[src/rtl/uart_rx.sv]
// 8N1 UART receiver: synchronises Rx, finds the start edge, samples each bit at
// mid-bit and presents the byte with a one-cycle valid strobe or a frame error pulse.
//
// state | meaning
// IDLE  | waiting for a 1->0 edge on the synchronised line (line must be known good)
// START | counting to the middle of the start bit to reject glitches
// DATA  | sampling eight data bits LSB first, one per bit period
// STOP  | sampling the stop bit and deciding valid byte vs. framing error
module uart_rx #(
    parameter int BAUD_DIV    = 5208,
    parameter int SYNC_STAGES = 2
) (
    input  logic       clk,
    input  logic       reset,
    input  logic       Rx,
    output logic [7:0] data_out,
    output logic       data_valid,
    output logic       frame_err,
    output logic       busy
);

    localparam int CW = $clog2(BAUD_DIV);
    localparam logic [CW-1:0] HALF_TC = CW'(BAUD_DIV / 2 - 1);
    localparam logic [CW-1:0] FULL_TC = CW'(BAUD_DIV - 1);

    typedef enum logic [1:0] {IDLE, START, DATA, STOP} state_t;

    state_t                 state_q, state_d;
    logic [SYNC_STAGES-1:0] sync_q;
    logic                   rx_s;
    logic                   rx_prev_q;
    logic                   line_ok_q, line_ok_d;
    logic [CW-1:0]          baud_q, baud_d;
    logic [2:0]             bit_q, bit_d;
    logic [7:0]             shift_q, shift_d;
    logic [7:0]             data_q, data_d;
    logic                   valid_q, valid_d;
    logic                   err_q, err_d;
    logic                   start_det;

    assign rx_s      = sync_q[SYNC_STAGES-1];
    assign start_det = (state_q == IDLE) && line_ok_q && rx_prev_q && !rx_s;

    always_ff @(posedge clk or posedge reset) begin
        if (reset) begin
            sync_q    <= '1;
            rx_prev_q <= 1'b1;
        end else begin
            sync_q    <= {sync_q[SYNC_STAGES-2:0], Rx};
            rx_prev_q <= rx_s;
        end
    end

    always_ff @(posedge clk or posedge reset) begin
        if (reset) begin
            state_q   <= IDLE;
            line_ok_q <= 1'b1;
            baud_q    <= '0;
            bit_q     <= '0;
            shift_q   <= '0;
            data_q    <= '0;
            valid_q   <= 1'b0;
            err_q     <= 1'b0;
        end else begin
            state_q   <= state_d;
            line_ok_q <= line_ok_d;
            baud_q    <= baud_d;
            bit_q     <= bit_d;
            shift_q   <= shift_d;
            data_q    <= data_d;
            valid_q   <= valid_d;
            err_q     <= err_d;
        end
    end

    always_comb begin
        state_d   = state_q;
        line_ok_d = line_ok_q;
        baud_d    = baud_q;
        bit_d     = bit_q;
        shift_d   = shift_q;
        data_d    = data_q;
        valid_d   = 1'b0;
        err_d     = 1'b0;
        case (state_q)
            IDLE: begin
                // After a framing error the line must be seen high before a new start counts.
                if (!line_ok_q && rx_s) line_ok_d = 1'b1;
                if (start_det) begin
                    baud_d  = '0;
                    state_d = START;
                end
            end
            START: begin
                if (baud_q == HALF_TC) begin
                    baud_d = '0;
                    if (!rx_s) begin
                        bit_d   = '0;
                        state_d = DATA;
                    end else begin
                        state_d = IDLE;
                    end
                end else begin
                    baud_d = baud_q + CW'(1);
                end
            end
            DATA: begin
                if (baud_q == FULL_TC) begin
                    baud_d  = '0;
                    shift_d = {rx_s, shift_q[7:1]};
                    if (bit_q == 3'd7) state_d = STOP;
                    else               bit_d   = bit_q + 3'd1;
                end else begin
                    baud_d = baud_q + CW'(1);
                end
            end
            STOP: begin
                if (baud_q == FULL_TC) begin
                    baud_d  = '0;
                    state_d = IDLE;
                    if (rx_s) begin
                        data_d  = shift_q;
                        valid_d = 1'b1;
                    end else begin
                        err_d     = 1'b1;
                        line_ok_d = 1'b0;
                    end
                end else begin
                    baud_d = baud_q + CW'(1);
                end
            end
            default: state_d = IDLE;
        endcase
    end

    assign data_out   = data_q;
    assign data_valid = valid_q;
    assign frame_err  = err_q;
    // The detect cycle already belongs to the frame, so busy rises with it.
    assign busy       = (state_q != IDLE) || start_det;

endmodule
[config.mk]
export PLATFORM = sky130hd
export DESIGN_NAME = uart_rx
export DESIGN_NICKNAME = d
export VERILOG_FILES = /design/src/rtl/uart_rx.sv
export SDC_FILE = /design/constraint.sdc
export NUM_CORES = 1
export LEC_CHECK = 0
export BUFFER_PORTS_ARGS = -buffer_cell sky130_fd_sc_hd__buf_2
export CAP_MARGIN = 10
export CORE_MARGIN = 8
export CORE_UTILIZATION = 35
export CTS_CLUSTER_SIZE = 8
export DETAILED_ROUTE_END_ITERATION = 8
export SLEW_MARGIN = 20
export SYNTH_ARGS = -nofsm -noshare
export SYNTH_HDL_FRONTEND = slang
export SYNTH_SLANG_ARGS = --single-unit
[constraint.sdc]
create_clock -name clk -period 2.14 [get_ports clk]
set_input_delay 0.107 -clock clk [delete_from_list [all_inputs] [get_ports clk]]
set_output_delay 0.107 -clock clk [all_outputs]
set_load 0.1 [all_outputs]
==> metrics.csv, run 1 <==
stage,metric,value,unit
status,status,"finished, final reports clean",
timing,fin crit share,93.51,%
synthesis,Mean Syn Cell Area,11.80,µm²
worst_setup_path,"delay-heaviest family, CP",simple AND/OR/NAND/NOR gates,
synthesis,post-synth top area share,48.32,%
detailed_routing,DR DRC count,0,
timing,fmax,499.7,MHz
clocking,Sink Count,40,
worst_setup_path,reg2reg end,shift_q[5],
cells_and_area,ant diodes,0,
worst_setup_path,Crit Path Max Fanout,9,
pwr,P per Cell Area,808.0,nW/µm²
pwr,worst vdd ir,0.0003837,V
cells_and_area,"most common cell after layout, fill and taps aside",dfrtp_1,
synthesis,Synth Net Count,164,
placed_design,Detailed Place HPWL,2.357,mm
clocking,clk_lat worst skew,290,ps
timing,setup TNS,0,ps
worst_setup_path,Worst EP required,2320,ps
pwr,Switching Share,33.05,%
timing,Rel. slew slack,66.61,%
cells_and_area,most frequent cells in the layout,"36 x dfrtp_1, 16 x mux2_2, 13 x buf_2, 11 x nand2_1, 10 x buf_4",
synthesis,"Seq/Total Area, Yosys",53.96,%
cells_and_area,# nets final,192,
timing,final hold vios,0,
placed_design,Placer Congestion,0.7528,
cells_and_area,register area,1006,µm²
worst_setup_path,Max stage delay on crit path,390,ps
worst_setup_path,CP max-delay cell,dfrtp_1,
timing,skew final,5.237,ps
timing,Final Max Tran Viols,0,
timing,final setup fails,0,
synthesis,#FFs+latches synth,40,
synthesis,fraction of registers with async set or reset after synthesis,100.0,%
timing,Hold WS,358.2,ps
detailed_routing,Vias/cell,4.957,
clocking,CTS tree,yes,
floorplan,Die Width,88.99,µm
pwr,Comb pwr share,24.0,%
hold_path,hold depth,0,
floorplan,core region area,5140,µm²
pwr,Clock power frac,28.0,%
hold_path,Hold EP,sync_q[1],
worst_setup_path,reg2reg setup slack,140,ps
synthesis,Unique masters post-synth,42,
detailed_routing,DRT iter0 DRCs,46,
grt,gr usage total,9.734,%
flow_run,Max-Cap Viols,0,
clocking,Num CTS Buffers,5,
worst_setup_path,Worst R2R Path Depth,6,
synthesis,ys flop type,dfrtp_1,
worst_setup_path,cell chain of the critical path,ha_1 > nor3b_2 > nand4_4 > nor3_4 > buf_12 > mux2_2,
detailed_routing,DR vias,1274,
worst_setup_path,crit path kind,flop to flop,
worst_setup_path,startpoint types,flop,
hold_path,hold_sp,sync_q[0],
pwr,switching power,0.0005836,W
synthesis,"EDFF count, synth",0,
floorplan,die height,88.99,µm
timing,slew of the pin with the lowest slew margin,500.9,ps
pwr,Flop pwr share,48.0,%
grt,first-pass GRT wire length,5.968,mm
grt,largest net degree at the start of global routing,41,
clocking,clk buf depth,2,
detailed_routing,DR pass1 iterations,4,
clocking,Root Buffer,clkbuf_8,
synthesis,Yosys warnings,0,
worst_setup_path,CP Data Arrival Time,2190,ps
grt,vias in the first global route,1254,
placed_design,port buffer count,13,
floorplan,Initial Utilization,36.27,%
detailed_routing,Final Routed Wirelength,3.450,mm
timing,Tmin final,2001,ps
pwr,Internal,0.001182,W
clocking,clk slew on worst S/H paths,80,ps
grt,gr ovfl total,0,
timing,RSZ-0062 raised after global routing,false,
detailed_routing,DR WL/cell,13.42,µm
synthesis,Post-Synthesis Cells,158,
synthesis,post-synth top area cell,dfrtp_1,
cells_and_area,multi-input logic area,804.5,µm²
floorplan,die area,7918,µm²
floorplan,site row count,26,
floorplan,I/O pin total,14,
synthesis,Synth Cell Area,1864,µm²
cells_and_area,fill cell count,527,
detailed_routing,Final ANT Viol Nets,0,
worst_setup_path,RR Startpoint,baud_q[0],
clocking,H-tree levels,2,
cells_and_area,Layout area overhead,17.25,%
hold_path,Min-Delay Path Class,flop to flop,
synthesis,synth top area cells,"dfrtp_1 48%, mux2_2 9.7%, dfstp_2 5.6%",
pwr,LEAKAGE,1.063,nW
worst_setup_path,Buf/Inv on CP,1,
grt,initial antenna violation count,0,
worst_setup_path,endpoint class of the critical path,flop,
cells_and_area,fraction of layout cells with a size suffix above 1,32.09,%
## cells by family after synthesis
group	count (synthesis)	share of synthesized area, %
compound gates	31	11.34
mux	18	10.74
simple gates	50	16.38
buf+inv	11	3.222
fa+ha+maj	3	2.014
xor+xnor	5	2.349
flops	40	53.96
## flip-flops by register name, summed over array words and instances, names as in the netlist, named ones only
signal      cells
baud_q         13
data_out        8
shift_q         8
bit_q           3
sync_q          2
data_valid      1
frame_err       1
line_ok_q       1
rx_prev_q       1
state_q         1
## how the worst max path moves through the flow
stage | depth (start not counted) | to | slack (ps) | start
2_1_floorplan | 5 | shift_q[0] | 320 | baud_q[0]
3_3_place_gp | 5 | shift_q[5] | 170 | baud_q[0]
3_5_place_dp | 6 | bit_q[1] | 130 | baud_q[0]
4_1_cts | 5 | shift_q[5] | 130 | baud_q[0]
5_1_grt | 6 | shift_q[5] | 5 | baud_q[0]
6_report | 6 | shift_q[5] | 140 | baud_q[0]
## area by class of cell
cell class              count  share of cell area [%]
inverters                   6                   1.030
clock inverters             2                  0.5724
clock buffers               6                   3.320
multi-input cells         107                   36.81
repair buffers             26                   8.243
well taps                  70                   4.007
flip-flops and latches     40                   46.02
## synthesized netlist by cell type, types with 2 or more instances
cell type and number:
buf_6 2, and3_1 3, mux2i_1 2, nor3_1 2, mux2_2 16, nand2_1 11
inv_1 5, dfstp_2 4, a21oi_1 8, a31oi_1 5, nor2_1 8, nand3_1 9
nand2b_1 2, xor2_1 2, xnor2_1 3, clkbuf_1 2, nand4_1 2, a22o_1 6
nor3b_2 2, ha_1 3, o31ai_1 2, o21ai_0 4, dfrtp_1 36
## timing repair
item | CTS | global route
setup buffers | 0 | 1
hold buffers | 2 | 0
endpoints found under the setup margin | 0 | 10
hold endpoints to repair | 37 | 0
resized for setup | 0 | 1
## routing by layer
layer	global-route usage [%]	share of wire (%)	up-vias
li1	-	-	627
met1	12.71	50	626
met2	13.95	44	15
met3	3.493	4.2	6
met4	4.532	1.7	0
met5	0	0	-
## per-stage QoR
step / instances / setup WS (ps) / area (µm²) / total power, W / util [%]
2_1_floorplan: 158 / 317.6 / 1864 / 0.001180 / -
3_3_place_gp: 246 / 174.9 / 2054 / 0.001275 / 39.97
3_5_place_dp: 246 / 130.8 / 2054 / 0.001284 / 39.97
4_1_cts: 256 / 126.6 / 2160 / 0.001781 / 42.02
5_1_grt: 257 / 5.429 / 2186 / 0.001854 / 42.53
6_report: 257 / 139.0 / 2186 / 0.001766 / 42.53
## power groups by stage
stage | clock network (W) | registers, W | logic (W)
5_1_grt | 0.000530 | 0.000855 | 0.000468
2_1_floorplan | 0 | 0.000851 | 0.000329
3_3_place_gp | 0 | 0.000859 | 0.000416
6_report | 0.000495 | 0.000848 | 0.000423
4_1_cts | 0.000507 | 0.000849 | 0.000426
3_5_place_dp | 0 | 0.000862 | 0.000422
Note: power is estimated with default switching activity, not from simulation.
==> run 2: changes to the inputs <==
ABC_AREA = 1   (was default)
==> metrics.csv, run 2 <==
stage,metric,value,unit
status,status,"finished, final reports clean",
placed_design,port buffer count,13,
floorplan,die area,8495,µm²
floorplan,site row count,27,
clocking,CTS tree,yes,
timing,setup TNS,0,ps
floorplan,Initial Utilization,36.65,%
worst_setup_path,endpoint class of the critical path,primary output,
pwr,Clock power frac,25.1,%
clocking,Root Buffer,clkbuf_8,
timing,RSZ-0062 raised after global routing,false,
worst_setup_path,CP Data Arrival Time,1750,ps
synthesis,"Seq/Total Area, Yosys",49.54,%
grt,largest net degree at the start of global routing,41,
clocking,clk_lat worst skew,290,ps
placed_design,Placer Congestion,0.8079,
timing,Rel. slew slack,67.36,%
cells_and_area,fill cell count,560,
synthesis,Synth Cell Area,2031,µm²
clocking,Sink Count,40,
grt,initial antenna violation count,0,
pwr,switching power,0.0007103,W
detailed_routing,DR DRC count,0,
timing,skew final,9.178,ps
floorplan,Die Width,92.17,µm
cells_and_area,Layout area overhead,11.28,%
worst_setup_path,startpoint types,flop,
pwr,P per Cell Area,833.1,nW/µm²
worst_setup_path,CP max-delay cell,dfstp_2,
cells_and_area,most frequent cells in the layout,"64 x nand2_1, 36 x dfrtp_1, 25 x inv_1, 18 x o21ai_0, 17 x nand3_1",
timing,Final Max Tran Viols,0,
clocking,Num CTS Buffers,5,
cells_and_area,Finished Cell Area,2260,µm²
pwr,worst vdd ir,0.0003484,V
floorplan,core region area,5540,µm²
timing,slew of the pin with the lowest slew margin,493.1,ps
timing,setup ws final,280.1,ps
detailed_routing,DR vias,1564,
pwr,Flop pwr share,46.8,%
cells_and_area,Largest register FFs,13,
grt,gr ovfl total,0,
clocking,clk buf depth,2,
cells_and_area,"most common cell after layout, fill and taps aside",nand2_1,
placed_design,placed cell area,2158,µm²
synthesis,"EDFF count, synth",0,
detailed_routing,DR WL/cell,11.91,µm
cells_and_area,# nets final,265,
synthesis,post-synth top area share,44.36,%
worst_setup_path,crit path kind,flop to primary output,
worst_setup_path,Max stage delay on crit path,630,ps
synthesis,synth top area cells,"dfrtp_1 44%, nand2_1 12%, dfstp_2 5.2%",
clocking,clk slew on worst S/H paths,80,ps
grt,gr usage total,10.57,%
worst_setup_path,Crit Path Max Fanout,10,
clocking,H-tree levels,2,
detailed_routing,Final ANT Viol Nets,0,
synthesis,top post-synthesis cells by count,"64 x nand2_1, 36 x dfrtp_1, 25 x inv_1",
worst_setup_path,Worst EP required,2030,ps
grt,first-pass GRT wire length,7.396,mm
synthesis,Yosys warnings,0,
pwr,LEAKAGE,1.027,nW
timing,final hold vios,0,
floorplan,I/O pin total,14,
pwr,Switching Share,37.73,%
timing,fmax,537.7,MHz
clocking,post-CTS setup buffer count,0,
pwr,Internal,0.001172,W
detailed_routing,DR pass1 iterations,4,
placed_design,Detailed Place HPWL,2.903,mm
worst_setup_path,"delay-heaviest family, CP",flip-flops,
timing,final setup fails,0,
synthesis,Mean Syn Cell Area,8.461,µm²
synthesis,Synth Net Count,246,
cells_and_area,ant diodes,0,
flow_run,Max-Cap Viols,0,
detailed_routing,Vias/cell,4.725,
synthesis,post-synth top area cell,dfrtp_1,
synthesis,most common cell in the netlist,nand2_1,
worst_setup_path,cell chain of the critical path,inv_1 > nand3_1 > and2_1 > inv_2 > buf_2,
synthesis,fraction of registers with async set or reset after synthesis,100.0,%
synthesis,Unique masters post-synth,27,
hold_path,Min-Delay Path Class,flop to flop,
clocking,Post-CTS Hold Buffers,2,
clocking,PostCTS Resize Cnt,0,
cells_and_area,largest register by flop count,baud_q,
synthesis,ys flop type,dfrtp_1,
grt,vias in the first global route,1631,
detailed_routing,Final Routed Wirelength,3.942,mm
placed_design,pre-CTS setup slack,483.1,ps
floorplan,die height,92.17,µm
pwr,Comb pwr share,28.0,%
synthesis,#FFs+latches synth,40,
cells_and_area,fraction of layout cells with a size suffix above 1,20.85,%
worst_setup_path,Buf/Inv on CP,3,
timing,fin crit share,86.91,%
detailed_routing,DRT iter0 DRCs,112,
synthesis,Post-Synthesis Cells,240,
timing,Tmin final,1860,ps
run 2: changes by cell type in the layout (fill, tap and decap cells not counted), sizes merged, moves of 4 or more:
cell	before	now
nor3	3	7
o21ai	4	30
buf	24	14
o22ai	1	5
nand3	9	18
a31oi	5	0
a22o	6	0
nor2	9	19
a21oi	8	0
inv	6	33
nand2	11	68
mux2	16	0
run 2: worst reg2reg max path: cells and delay by family, from the launching register on:
kind	cells	cell delay, ps
xor+xnor	1	190
flops	1	390
compound gates	1	80
fa+ha+maj	1	230
simple gates	4	660
run 2: logic make-up after synthesis:
group	synth area share (%)
compound gates	10.72
xor+xnor	2.156
fa+ha+maj	1.849
buf+inv	7.825
flops	49.54
simple gates	27.91
run 2: worst paths after layout:
| path | from | endpoint | slack, ps | cells after the start |
|---|---|---|---|---|
| max in group asynchronous | reset | line_ok_q | 1310 | 4 |
| worst min-delay path | sync_q[0] | sync_q[1] | 370 | 0 |
| worst max register to register | baud_q[0] | baud_q[10] | 470 | 7 |
| worst max-delay path | sync_q[1] | busy | 280 | 5 |
| min in group asynchronous | reset | baud_q[5] | 470 | 4 |
| worst min register to register | sync_q[0] | sync_q[1] | 370 | 0 |
run 2: final cells by class:
cell class	count	area (µm²)	area share [%]
sequential	40	1006	44.52
multi-input combinational	163	865.8	38.32
inverter	33	123.9	5.482
timing repair buffer	16	92.59	4.097
tap	72	90.09	3.987
clock buffer	5	68.82	3.045
clock inverter	2	12.51	0.5537
run 2: per-layer routing:
layer | global-route usage (%) | up-vias | part of all wire (%)
li1 | - | 806 | -
met4 | 3.624 | 0 | 1.1
met3 | 2.445 | 6 | 3.8
met1 | 13.11 | 725 | 48
met5 | 0 | - | 0
met2 | 17.58 | 27 | 47
run 2: stage by stage:
stage	total power, W	util (%)	std cells	hold WS (ps)
global placement	0.001418	38.96	322	216.0
floorplan	0.001305	-	240	111.5
finish	0.001883	40.79	331	365.4
detailed placement	0.001420	38.96	322	213.7
global route	0.002016	40.79	331	369.4
CTS	0.001911	40.79	331	376.3
run 2: power groups by stage:
stage / clock, W / sequential [W] / combinational, W
final: 0.000473 / 0.000881 / 0.000528
after detailed placement: 0 / 0.000893 / 0.000527
after floorplan: 0 / 0.000879 / 0.000426
after global routing: 0.000522 / 0.000891 / 0.000602
after global placement: 0 / 0.000893 / 0.000525
after CTS: 0.000499 / 0.000879 / 0.000533
